`src/rtl/tl_rx_credit_ctrl.sv`:
```
// Receive-side TL flow control: tracks allocated/received credits per class, flags receiver
// overflow and schedules UpdateFC DLLPs (threshold- or timer-driven, round-robin across classes).
module tl_rx_credit_ctrl #(
  parameter int unsigned PH_INIT    = 32,
  parameter int unsigned PD_INIT    = 256,
  parameter int unsigned NH_INIT    = 32,
  parameter int unsigned CH_INIT    = 0,
  parameter int unsigned CD_INIT    = 0,
  parameter int unsigned UPD_THRESH = 8,
  parameter int unsigned UPD_PERIOD = 1024
) (
  input  logic        clk,
  input  logic        rst,
  input  logic        link_active_i,
  input  logic        rx_tlp_valid_i,
  input  logic [1:0]  rx_tlp_type_i,
  input  logic [9:0]  rx_tlp_len_i,
  input  logic        rx_tlp_has_data_i,
  input  logic        p_hdr_rden_i,
  input  logic        p_data_rden_i,
  input  logic        np_hdr_rden_i,
  input  logic        cpl_hdr_rden_i,
  input  logic        cpl_data_rden_i,
  output logic [11:0] init_ph_o,
  output logic [11:0] init_pd_o,
  output logic [11:0] init_nh_o,
  output logic [11:0] init_ch_o,
  output logic [11:0] init_cd_o,
  output logic        updatefc_req_o,
  output logic [1:0]  updatefc_type_o,
  output logic [11:0] updatefc_hdr_o,
  output logic [11:0] updatefc_data_o,
  input  logic        updatefc_ack_i,
  output logic        overflow_err_o,
  output logic [1:0]  overflow_type_o
);
  typedef enum logic {S_IDLE, S_SEND} state_t;

  localparam int unsigned NCNT = 5;
  localparam int unsigned TW   = (UPD_PERIOD > 1) ? $clog2(UPD_PERIOD) : 1;
  // Counter order: PH, PD, NH, CH, CD; each maps to a class and a hdr/data field.
  localparam logic [11:0] INIT_V  [NCNT] = '{12'(PH_INIT), 12'(PD_INIT), 12'(NH_INIT),
                                            12'(CH_INIT), 12'(CD_INIT)};
  localparam logic [1:0]  CLS     [NCNT] = '{2'd0, 2'd0, 2'd1, 2'd2, 2'd2};
  localparam logic        IS_DATA [NCNT] = '{1'b0, 1'b1, 1'b0, 1'b0, 1'b1};

  state_t      state_q, state_d;
  logic [11:0] ca_q [NCNT], ca_d [NCNT];
  logic [11:0] cr_q [NCNT], cr_d [NCNT];
  logic [11:0] adv_q[NCNT], adv_d[NCNT];
  logic [11:0] inc  [NCNT];
  logic [11:0] need [NCNT];
  logic [11:0] delta[NCNT];
  logic [2:0]  pending_q, pending_d;
  logic [TW-1:0] timer_q, timer_d;
  logic [1:0]  last_q, last_d;
  logic [1:0]  snap_type_q, snap_type_d;
  logic [11:0] snap_hdr_q, snap_hdr_d;
  logic [11:0] snap_data_q, snap_data_d;
  logic        ovf_err_q, ovf_err_d;
  logic [1:0]  ovf_type_q, ovf_type_d;
  logic [11:0] dneed;
  logic        fail, found;
  logic [1:0]  pick;
  logic [2:0]  due, differ;

  assign inc[0] = p_hdr_rden_i    ? 12'd1 : '0;
  assign inc[1] = p_data_rden_i   ? 12'd2 : '0;
  assign inc[2] = np_hdr_rden_i   ? 12'd1 : '0;
  assign inc[3] = cpl_hdr_rden_i  ? 12'd1 : '0;
  assign inc[4] = cpl_data_rden_i ? 12'd2 : '0;

  always_comb begin
    state_d     = state_q;
    last_d      = last_q;
    timer_d     = (timer_q == '0) ? TW'(UPD_PERIOD - 1) : timer_q - TW'(1);
    snap_type_d = snap_type_q;
    snap_hdr_d  = snap_hdr_q;
    snap_data_d = snap_data_q;
    ovf_err_d   = ovf_err_q;
    ovf_type_d  = ovf_type_q;
    fail        = 1'b0;
    found       = 1'b0;
    pick        = last_q;
    due         = '0;
    differ      = '0;
    dneed       = (rx_tlp_len_i == '0) ? 12'd256 : (({2'b00, rx_tlp_len_i} + 12'd3) >> 2);
    for (int unsigned k = 0; k < NCNT; k++) begin
      ca_d[k]  = ca_q[k];
      cr_d[k]  = cr_q[k];
      adv_d[k] = adv_q[k];
      need[k]  = '0;
      delta[k] = ca_q[k] - adv_q[k];
    end

    // Counters with a zero init value are infinite: never checked, tracked or advertised.
    for (int unsigned k = 0; k < NCNT; k++) begin
      if (INIT_V[k] != '0) begin
        if (rx_tlp_type_i == CLS[k])
          need[k] = IS_DATA[k] ? (rx_tlp_has_data_i ? dneed : '0) : 12'd1;
        if ((need[k] != '0) && ((ca_q[k] - cr_q[k] - need[k]) >= 12'd2048))
          fail = 1'b1;
        ca_d[k] = ca_q[k] + inc[k];
        if (delta[k] >= 12'(UPD_THRESH)) due[CLS[k]] = 1'b1;
        if (delta[k] != '0)              differ[CLS[k]] = 1'b1;
      end
    end

    if (rx_tlp_valid_i) begin
      if (fail) begin
        ovf_err_d = 1'b1;
        if (!ovf_err_q) ovf_type_d = rx_tlp_type_i;
      end else begin
        for (int unsigned k = 0; k < NCNT; k++) cr_d[k] = cr_q[k] + need[k];
      end
    end

    pending_d = pending_q | due | ((timer_q == '0) ? differ : '0);

    unique case (state_q)
      S_IDLE: begin
        if (|pending_q) begin
          for (int unsigned i = 1; i <= 3; i++) begin
            if (!found && pending_q[(32'(last_q) + i) % 3]) begin
              found = 1'b1;
              pick  = 2'((32'(last_q) + i) % 3);
            end
          end
          snap_type_d = pick;
          snap_hdr_d  = '0;
          snap_data_d = '0;
          for (int unsigned k = 0; k < NCNT; k++) begin
            if (CLS[k] == pick) begin
              if (IS_DATA[k]) snap_data_d = ca_q[k];
              else            snap_hdr_d  = ca_q[k];
            end
          end
          last_d  = pick;
          state_d = S_SEND;
        end
      end
      S_SEND: begin
        if (updatefc_ack_i) begin
          for (int unsigned k = 0; k < NCNT; k++) begin
            if ((CLS[k] == snap_type_q) && (INIT_V[k] != '0))
              adv_d[k] = IS_DATA[k] ? snap_data_q : snap_hdr_q;
          end
          // Clear wins over this cycle's set; a still-due class re-arms next cycle.
          pending_d[snap_type_q] = 1'b0;
          state_d = S_IDLE;
        end
      end
      default: state_d = S_IDLE;
    endcase

    if (!link_active_i) begin
      for (int unsigned k = 0; k < NCNT; k++) begin
        ca_d[k]  = INIT_V[k];
        cr_d[k]  = '0;
        adv_d[k] = INIT_V[k];
      end
      pending_d   = '0;
      timer_d     = TW'(UPD_PERIOD - 1);
      state_d     = S_IDLE;
      last_d      = 2'd2;
      snap_type_d = '0;
      snap_hdr_d  = '0;
      snap_data_d = '0;
    end
  end

  always_ff @(posedge clk) begin
    if (rst) begin
      for (int unsigned k = 0; k < NCNT; k++) begin
        ca_q[k]  <= INIT_V[k];
        cr_q[k]  <= '0;
        adv_q[k] <= INIT_V[k];
      end
      state_q     <= S_IDLE;
      pending_q   <= '0;
      timer_q     <= TW'(UPD_PERIOD - 1);
      last_q      <= 2'd2;
      snap_type_q <= '0;
      snap_hdr_q  <= '0;
      snap_data_q <= '0;
      ovf_err_q   <= 1'b0;
      ovf_type_q  <= '0;
    end else begin
      for (int unsigned k = 0; k < NCNT; k++) begin
        ca_q[k]  <= ca_d[k];
        cr_q[k]  <= cr_d[k];
        adv_q[k] <= adv_d[k];
      end
      state_q     <= state_d;
      pending_q   <= pending_d;
      timer_q     <= timer_d;
      last_q      <= last_d;
      snap_type_q <= snap_type_d;
      snap_hdr_q  <= snap_hdr_d;
      snap_data_q <= snap_data_d;
      ovf_err_q   <= ovf_err_d;
      ovf_type_q  <= ovf_type_d;
    end
  end

  assign init_ph_o       = INIT_V[0];
  assign init_pd_o       = INIT_V[1];
  assign init_nh_o       = INIT_V[2];
  assign init_ch_o       = INIT_V[3];
  assign init_cd_o       = INIT_V[4];
  assign updatefc_req_o  = (state_q == S_SEND);
  assign updatefc_type_o = snap_type_q;
  assign updatefc_hdr_o  = snap_hdr_q;
  assign updatefc_data_o = snap_data_q;
  assign overflow_err_o  = ovf_err_q;
  assign overflow_type_o = ovf_type_q;
endmodule
```
`config.mk`:
```
export PLATFORM = sky130hd
export DESIGN_NAME = tl_rx_credit_ctrl
export DESIGN_NICKNAME = d
export VERILOG_FILES = /design/src/rtl/tl_rx_credit_ctrl.sv
export SDC_FILE = /design/constraint.sdc
export NUM_CORES = 1
export LEC_CHECK = 0
export ABC_AREA = 1
export CORE_MARGIN = 5
export CORE_UTILIZATION = 30
export DETAILED_ROUTE_END_ITERATION = 16
export HOLD_SLACK_MARGIN = 0.03
export PLACE_DENSITY_LB_ADDON = 0.08
export SETUP_SLACK_MARGIN = 0.1
export SYNTH_ARGS = -nofsm -noshare
export SYNTH_HDL_FRONTEND = slang
export SYNTH_SLANG_ARGS = --single-unit
export TNS_END_PERCENT = 20
```
`constraint.sdc`:
```
create_clock -name clk -period 7.7 [get_ports clk]
set_input_delay 1.925 -clock clk [delete_from_list [all_inputs] [get_ports clk]]
set_output_delay 1.925 -clock clk [all_outputs]
set_load 0.005 [all_outputs]
```
# [Yosys cells after proc, flatten, opt, wreduce, memory -nomap -nowiden]
# Memory sizes are Yosys's and may differ from the RTL's.
# Cells that the tools add are included.
# W data, S select, Z words.
[word_totals] mem_bits_rw=180 mem_count=3 word_cells=178 inputBits=23 reg_bits=45 output_inout_bits=90
[mem_list] name="adv_q" depth=5 width=12 read_ports=3 rd_clocked_by_memory_dff=0 wr=5 line_no="50" rtl="logic [11:0] adv_q[NCNT], adv_d[NCNT];"
[mem_list] name="ca_q" depth=5 width=12 read_ports=5 rd_clocked_by_memory_dff=0 wr=5 line_no="48" rtl="logic [11:0] ca_q [NCNT], ca_d [NCNT];"
[mem_list] name="cr_q" depth=5 width=12 read_ports=3 rd_clocked_by_memory_dff=0 wr=5 line_no="49" rtl="logic [11:0] cr_q [NCNT], cr_d [NCNT];"
[op_classes] div_mod_pow=3 muxes=75 order_cmp=11 n_bitwise=22 eq_ne=8 reduce_logical=27 add_sub_neg=20
[op_table] cell="$mux W60" count=5
[op_table] cell="$mux W12" count=23
[op_table] cell="$lt A32 B3 Y1 const B" count=3
[op_table] cell="$mod A32 B2 Y32 const B" count=3
[op_table] cell="$sub A12 B12 Y12" count=8
[op_table] cell="$mux W36" count=2
[op_table] cell="$reduce_bool A12 Y1" count=6
[op_table] cell="$add A12 B1 Y12" count=3
[op_table] cell="$ge A12 B12 Y1 const B" count=3
[op_table] cell="$ge A12 B4 Y1 const B" count=3
[op_table] cell="$mux W1" count=28
[op_table] cell="$mux W9" count=3
[op_table] cell="$add A12 B12 Y12" count=2
[op_table] cell="$logic_not A10 Y1" count=2
[op_table] cell="$or A1 B1 Y1" count=15
[op_table] cell="$mux W2" count=7
[op_table] cell="$add A12 B2 Y12" count=1
[op_table] cell="$sub A12 B1 Y12" count=1
[op_table] cell="$add A10 B2 Y11 const B" count=1
[op_table] cell="$sub A10 B1 Y10 const B" count=1
[op_table] cell="$add A2 B2 Y3 const B" count=2
[op_table] cell="$bmux W1 S2" count=3
[op_table] cell="$logic_and A1 B1 Y1" count=6
[op_table] cell="$logic_not A2 Y1" count=3
[op_table] cell="22 further kinds" count=32

# [Logic depth before layout (Yosys ltp)]
# Gate-level depths: netlist of the first run.
[depth] ltp_word=21 depth_mapped=23 mapped_depth_nobuf=23

# [Worst setup path before layout of the first run]
# No wires, ideal clock.
[synth_path] path_kind="input to register" from="input rx_tlp_len_i[2]" to="memory cr_q[0][0], enable pin" slack_ps=171 stages=20 setup_ps=479 t_arrival_ps=7049 t_required_ps=7221 path_cell_list="inv_1 nor2_2 nand3_1 nor2_1 nand2_1 nor2_1 nand2_1 nor2_1 inv_1 a21oi_1 inv_1 fa_1 ha_1 a21oi_1 nor2_1 nor3_1 nand4_1 nand3_1 nand3_1 o21ai_0"
[synth_lines] item="start, declared" line_no="17" rtl="input logic [9:0] rx_tlp_len_i,"
[synth_lines] item="end, declared" line_no="49"

==> results.md, run 1 <==
* Crit Path Max Fanout at 36
* Post-CTS Setup Bufs at 0
* Fin. Hold Viols at 0
* Clk buf depth at 2
* # setup viols final at 0
* Routability cong. at 0.8057
* Setup crit end kind: flop
* Total power at 2119 uW
* Drt first-iter violations at 466
* First-pass GRT wire length at 44,350 um
* Mean Syn Cell Area at 7.399 um^2
* H-Tree Depth at 4
* Area delta synth->final at 12.40%
* DPL Wire Length at 21,370 um
* Clock transition at path regs at 0.06 ns
* Buffers & Inverters on Critical Path at 5
* Sequential area share after synthesis at 33.71%
* Data required, critical path at 7.76 ns
* Crit path launch type: input pin
* Final Util at 33.89%
* Post-synth ARST share at 0%
* Origin of the critical flop-to-flop path: cr_q[0][14]
* Vias per cell at 4.441
* Nets at 1,687
* Initial antenna violation count at 0
* Detail Route Antenna Nets at 0
* Total grt overflow at 0
* Die Wd at 201.1 um
* Fin crit period at 6.074 ns
* Vias at 8,945
* Ports at 113
* Top delay family on crit path: simple AND/OR/NAND/NOR gates
* Power Density at 172.0 mW/mm^2
* Antenna cell count at 0
* Slowest-stage cell, CP: clkdlybuf4s50_1
* Reg2reg end: cr_q[0][27]
* FMAX at 0.1646 GHz
* WL per Instance at 13.63 um
* CTS tree: yes
* Max-cap violations at 0
* Number of synthesized flops with an enable pin at 71
* GRT Util Overall at 13.58%
* Status: complete, no violations
* WP data arrival at 6.14 ns
* R2r setup slk at 4.44 ns
* Netlist Area Pre-Place at 0.01096 mm^2
* Most frequent cells in the layout: inv_1 (294), nand2_1 (258), nor2_1 (154)
* Site Rows at 70
* Cells after Synth at 1,481
* CP Launch Point: rx_tlp_len_i[2]
* RSZ-0062 raised after global routing: no
* Synth unique cells at 46
* Slew margin rel. at 29.88%
* Ys Warns at 0
* Fin crit share at 78.89%
* Final setup skew at 0.01604 ns
* # port buffers at 49
* Top FF cell, synth: dfxtp_1
* Synth Register Bits at 149
* Clk_lat worst skew at 0.44 ns
* Largest net degree at the start of global routing at 53
* Hold crit path type: flop to flop
* Setup TNS at 0 ns
* Die height at 201.1 um
* DRT Pass-1 Iters at 5
* Core area at 0.03635 mm^2
* Max IR drop VDD at 0.1569 mV
* Share of cells above drive strength 1 at 3.881%
* Vias in the first global route at 8,553
* P_leak at 0.005621 uW
* Slew at the pin closest to its max-slew limit at 1.051 ns
* Worst-path cell chain: clkdlybuf4s50_1 -> inv_1 -> nor2_2 -> nand3_1 -> nor2_1 -> nand2_1 -> nor2_1 -> nand2_1 -> nor2_1 -> inv_1 -> a21oi_1 -> inv_1 -> fa_1 -> ha_1 -> a21oi_1 -> nor2_1 -> nor3_1 -> nand4_1 -> nand3_1 -> nand3_1 -> o21ai_4 -> buf_4
* Post-CTS resize count at 0
* TritonCTS Buffers at 17
* CP Class: input pin to flop
* Root buffer cell: clkbuf_16
* Die area at 0.04045 mm^2
* DRC viols at 0
* CP Capture Point: cr_q[0][27]
* Max-slew violation count at 0
* Initial core utilization at 30.15%
* Most used cell, CP: nor2_1
* WP depth at 22
* Final WL at 27,450 um
* Commonest non-fill, non-tap cell in the layout: inv_1
* Reg2Reg Depth at 12
* Clock sink count at 149
* Critical path's largest stage delay at 0.47 ns
* CTS Hold Bufs at 0
==> state kept, by name (all words and copies together) (netlist names) <==
register	cells
updatefc_req_o	1
adv_q	35
pending_q	3
overflow_type_o	2
overflow_err_o	1
updatefc_type_o	1
ca_q	35
last_q	2
updatefc_data_o	11
updatefc_hdr_o	12
cr_q	36
timer_q	10
==> Yosys cell counts, drive strengths merged (2+ instances only) <==
library cell  number  share of area, %
buf               66               4.5
nand3b             9              0.62
xnor2              7              0.56
fa                12               2.2
nor4               8              0.51
xor2              17               1.4
a21oi            103               4.8
nand2            261               9.0
o211ai             2              0.14
inv              298                10
clkbuf            15              0.51
o31ai              2              0.14
dfxtp             78                14
o21a               3              0.21
nor2             158               5.7
o21ai             74               3.4
o2111ai            3              0.24
ha               119                14
or2                3              0.17
nand3            103               4.7
edfxtp            71                19
conb               2             0.069
nor3              34               1.6
nand4             20               1.1
o21bai             4              0.27
a31oi              4              0.29
==> layer usage <==
metal  vias to the layer above  GRT usage, %  routed length (um)  share of wire [%]
met5                         -             0                   0                  0
met4                         0         2.581                 223               0.81
met3                        12         2.804                 862                3.1
met2                       120         21.99               12170                 44
met1                      4062         18.95               14200                 52
li1                       4751             -                   -                  -
==> power by group <==
part | internal (uW) | leakage, uW | total (uW) | switching (uW)
Sequential | 870 | 0.00143 | 897 | 27.7
Combinational | 148 | 0.00392 | 417 | 269
Clock | 435 | 0.000269 | 804 | 370
Total | 1450 | 0.00562 | 2120 | 667
==> cells by family (layout without fill, tap and decap cells) <==
logic type                 Yosys count  after routing  share of synthesized area (%)
other                                2             61                        0.06853
and+or+nand+nor                    597            597                          23.51
adders and majority gates          131            131                          15.78
DFF                                149            149                          33.71
xor gates and xnor gates            24             24                          1.918
buffers and inverters              380            386                          15.29
AOI/OAI and AO/OA                  198            198                          9.728
==> through the flow <==
step,setup slack (ns),cells,cell area [um^2],hold slack (ns)
after floorplan,0.1715,1540,11180,0.3799
after global placement,1.212,1982,11770,0.4007
after detailed placement,1.180,1982,11770,0.3994
after CTS,1.641,2014,12320,0.4139
after global routing,1.292,2014,12320,0.4326
final,1.626,2014,12320,0.4109
==> area by class of cell <==
type | instances | area (um^2)
timing repair buffer | 55 | 535.5
inverter | 299 | 1122
fill | 3892 | 24030
clock inverter | 13 | 96.34
sequential | 149 | 3694
tap | 468 | 585.6
clock buffer | 19 | 454.2
multi-input combinational | 1011 | 5829
==> worst min-delay path by stage <==
stage | startpoint | endpoint | slack [ns] | depth (start not counted)
global placement | timer_q[0] | timer_q[0] | 0.40 | 1
global route | timer_q[0] | timer_q[0] | 0.43 | 1
CTS | timer_q[0] | timer_q[0] | 0.41 | 1
floorplan | timer_q[0] | timer_q[0] | 0.38 | 1
detailed placement | timer_q[0] | timer_q[0] | 0.40 | 1
finish | timer_q[0] | timer_q[0] | 0.41 | 1
No activity file was read; power rests on OpenSTA's default activity.
==> run 2, diff against run 1 <==
==> constraint.sdc (replaced) <==
create_clock -name clk -period 5.5 [get_ports clk]
set_input_delay 1.375 -clock clk [delete_from_list [all_inputs] [get_ports clk]]
set_output_delay 1.375 -clock clk [all_outputs]
set_load 0.005 [all_outputs]
==> results.md, run 2 (same netlist as run 1, synthesis figures left out) <==
* P_leak at 0.005683 uW
* Most frequent cells in the layout: inv_1 (294), nand2_1 (258), nor2_1 (154)
* Core area at 0.03635 mm^2
* Final setup skew at 0.01114 ns
* Drt first-iter violations at 492
* Critical path's largest stage delay at 0.47 ns
* CP Class: input pin to flop
* Area delta synth->final at 13.34%
* Post-CTS resize count at 0
* Total power at 3021 uW
* Largest net degree at the start of global routing at 56
* Commonest non-fill, non-tap cell in the layout: inv_1
* Worst-path cell chain: clkdlybuf4s50_1 -> inv_1 -> nor2_2 -> nand3_1 -> nor2_1 -> nand2_1 -> nor2_1 -> nand2_1 -> nor2_1 -> inv_1 -> a21oi_1 -> inv_1 -> fa_1 -> ha_1 -> a21oi_1 -> nor2_1 -> nor3_1 -> nand4_1 -> nand3_1 -> nand3_1 -> o21ai_4 -> buf_12
* Top delay family on crit path: simple AND/OR/NAND/NOR gates
* Fin crit period at 4.934 ns
* Total grt overflow at 0
* Post-CTS Setup Bufs at 0
* TritonCTS Buffers at 17
* Origin of the critical flop-to-flop path: last_q[0]
* RSZ-0062 raised after global routing: no
* H-Tree Depth at 4
* Hold crit path type: flop to flop
* Hold Path Origin: timer_q[0]
* CTS Hold Bufs at 0
* Antenna cell count at 0
* Die height at 201.1 um
* Detail Route Antenna Nets at 0
* WP data arrival at 5.07 ns
* # setup viols final at 0
* Share of cells above drive strength 1 at 4.379%
* # port buffers at 49
* Placed insts at 1,989
* Root buffer cell: clkbuf_16
* Slew margin rel. at 28.21%
* Setup crit end kind: flop
* Initial antenna violation count at 0
* Fillers at 3,925
* Non-filler cells in the finished layout at 2,021
* Die area at 0.04045 mm^2
* Status: complete, no violations
* Die Wd at 201.1 um
* Met2 Use GR at 22.94%
* Crit Path Max Fanout at 22
* Routability cong. at 0.7958
* Clock sink count at 149
* Vias in the first global route at 8,861
* Max-cap violations at 0
* Setup TNS at 0 ns
* Max-slew violation count at 0
* WL per Instance at 13.64 um
* Fin. Hold Viols at 0
* Biggest regs: cr_q (36), adv_q (35), ca_q (35)
* GR Util met1 at 19.17%
* Final WL at 27,580 um
* CTS tree: yes
* Nets at 1,694
* CP Launch Point: rx_tlp_len_i[2]
* Gr busiest metal: met2
* Biggest register: cr_q
* Ports at 113
* Data required, critical path at 5.63 ns
* Clk_lat worst skew at 0.44 ns
* First-pass GRT wire length at 45,570 um
* Max FFs per register at 36
* GRT Util Overall at 13.96%
* Power Density at 243.2 mW/mm^2
* Buffers & Inverters on Critical Path at 5
* Fin crit share at 89.70%
* Crit path launch type: input pin
* Met3 global-route usage at 2.514%
* Vias at 8,912
* Clk buf depth at 2
* Initial core utilization at 30.15%
* Site Rows at 70
* Vias per cell at 4.410
* DRT Pass-1 Iters at 5
* Most used cell, CP: nor2_1
* DPL Wire Length at 21,730 um
* Slew at the pin closest to its max-slew limit at 1.076 ns
* DRC viols at 0
* Max IR drop VDD at 0.1967 mV
* FMAX at 0.2027 GHz
* Clock transition at path regs at 0.07 ns
* Slowest-stage cell, CP: clkdlybuf4s50_1
run 2: cell types whose count changed in the layout (fill, tap and decap cells not counted):
cell,delta
clkbuf_8,+1
buf_12,+2
inv_4,+1
inv_8,+2
clkinvlp_4,-1
clkinv_4,+1
clkbuf_1,-1
clkinv_2,-3
buf_4,+5
run 2: final cells by class:
class / instances / area, um^2 / area share (%)
multi-input cells: 1011 / 5829 / 46.94
well taps: 468 / 585.6 / 4.715
clock inverters: 13 / 111.4 / 0.8966
clock buffers: 19 / 464.2 / 3.738
repair buffers: 62 / 613.1 / 4.937
inverters: 299 / 1122 / 9.037
flip-flops and latches: 149 / 3694 / 29.74
run 2: worst paths after layout:
check,slack (ns),endpoint,depth (start not counted)
max reg2reg,2.64,updatefc_hdr_o[4],11
min,0.42,timer_q[0],1
min reg2reg,0.42,timer_q[0],1
max,0.57,cr_q[0][24],22
run 2: layer usage:
metal,vias up,part of all wire (%)
met5,-,0
met4,0,1.1
met3,11,2.9
met2,115,45
met1,4006,51
li1,4780,-
run 2: stage by stage:
step,instance area (um^2),hold WS (ns),util (%),setup WS (ns)
floorplan,11180,0.3799,-,0.1681
global placement,11840,0.3955,32.59,0.1116
detailed placement,11840,0.3978,32.59,0.09599
CTS,12420,0.4139,34.17,0.5545
global route,12420,0.4315,34.17,0.1277
finish,12420,0.4153,34.17,0.5662
run 2: worst reg2reg max path: cells and delay by family (launching register included):
family / cells / cell delay, ns
simple gates: 6 / 0.89
compound gates: 2 / 0.88
flops: 1 / 0.44
fa+ha+maj: 1 / 0.41
buf+inv: 2 / 0.18
run 2: power breakdown:
| part | switching (uW) | internal [uW] |
|---|---|---|
| registers | 38.9 | 1220 |
| clock network | 542 | 631 |
| logic | 377 | 215 |
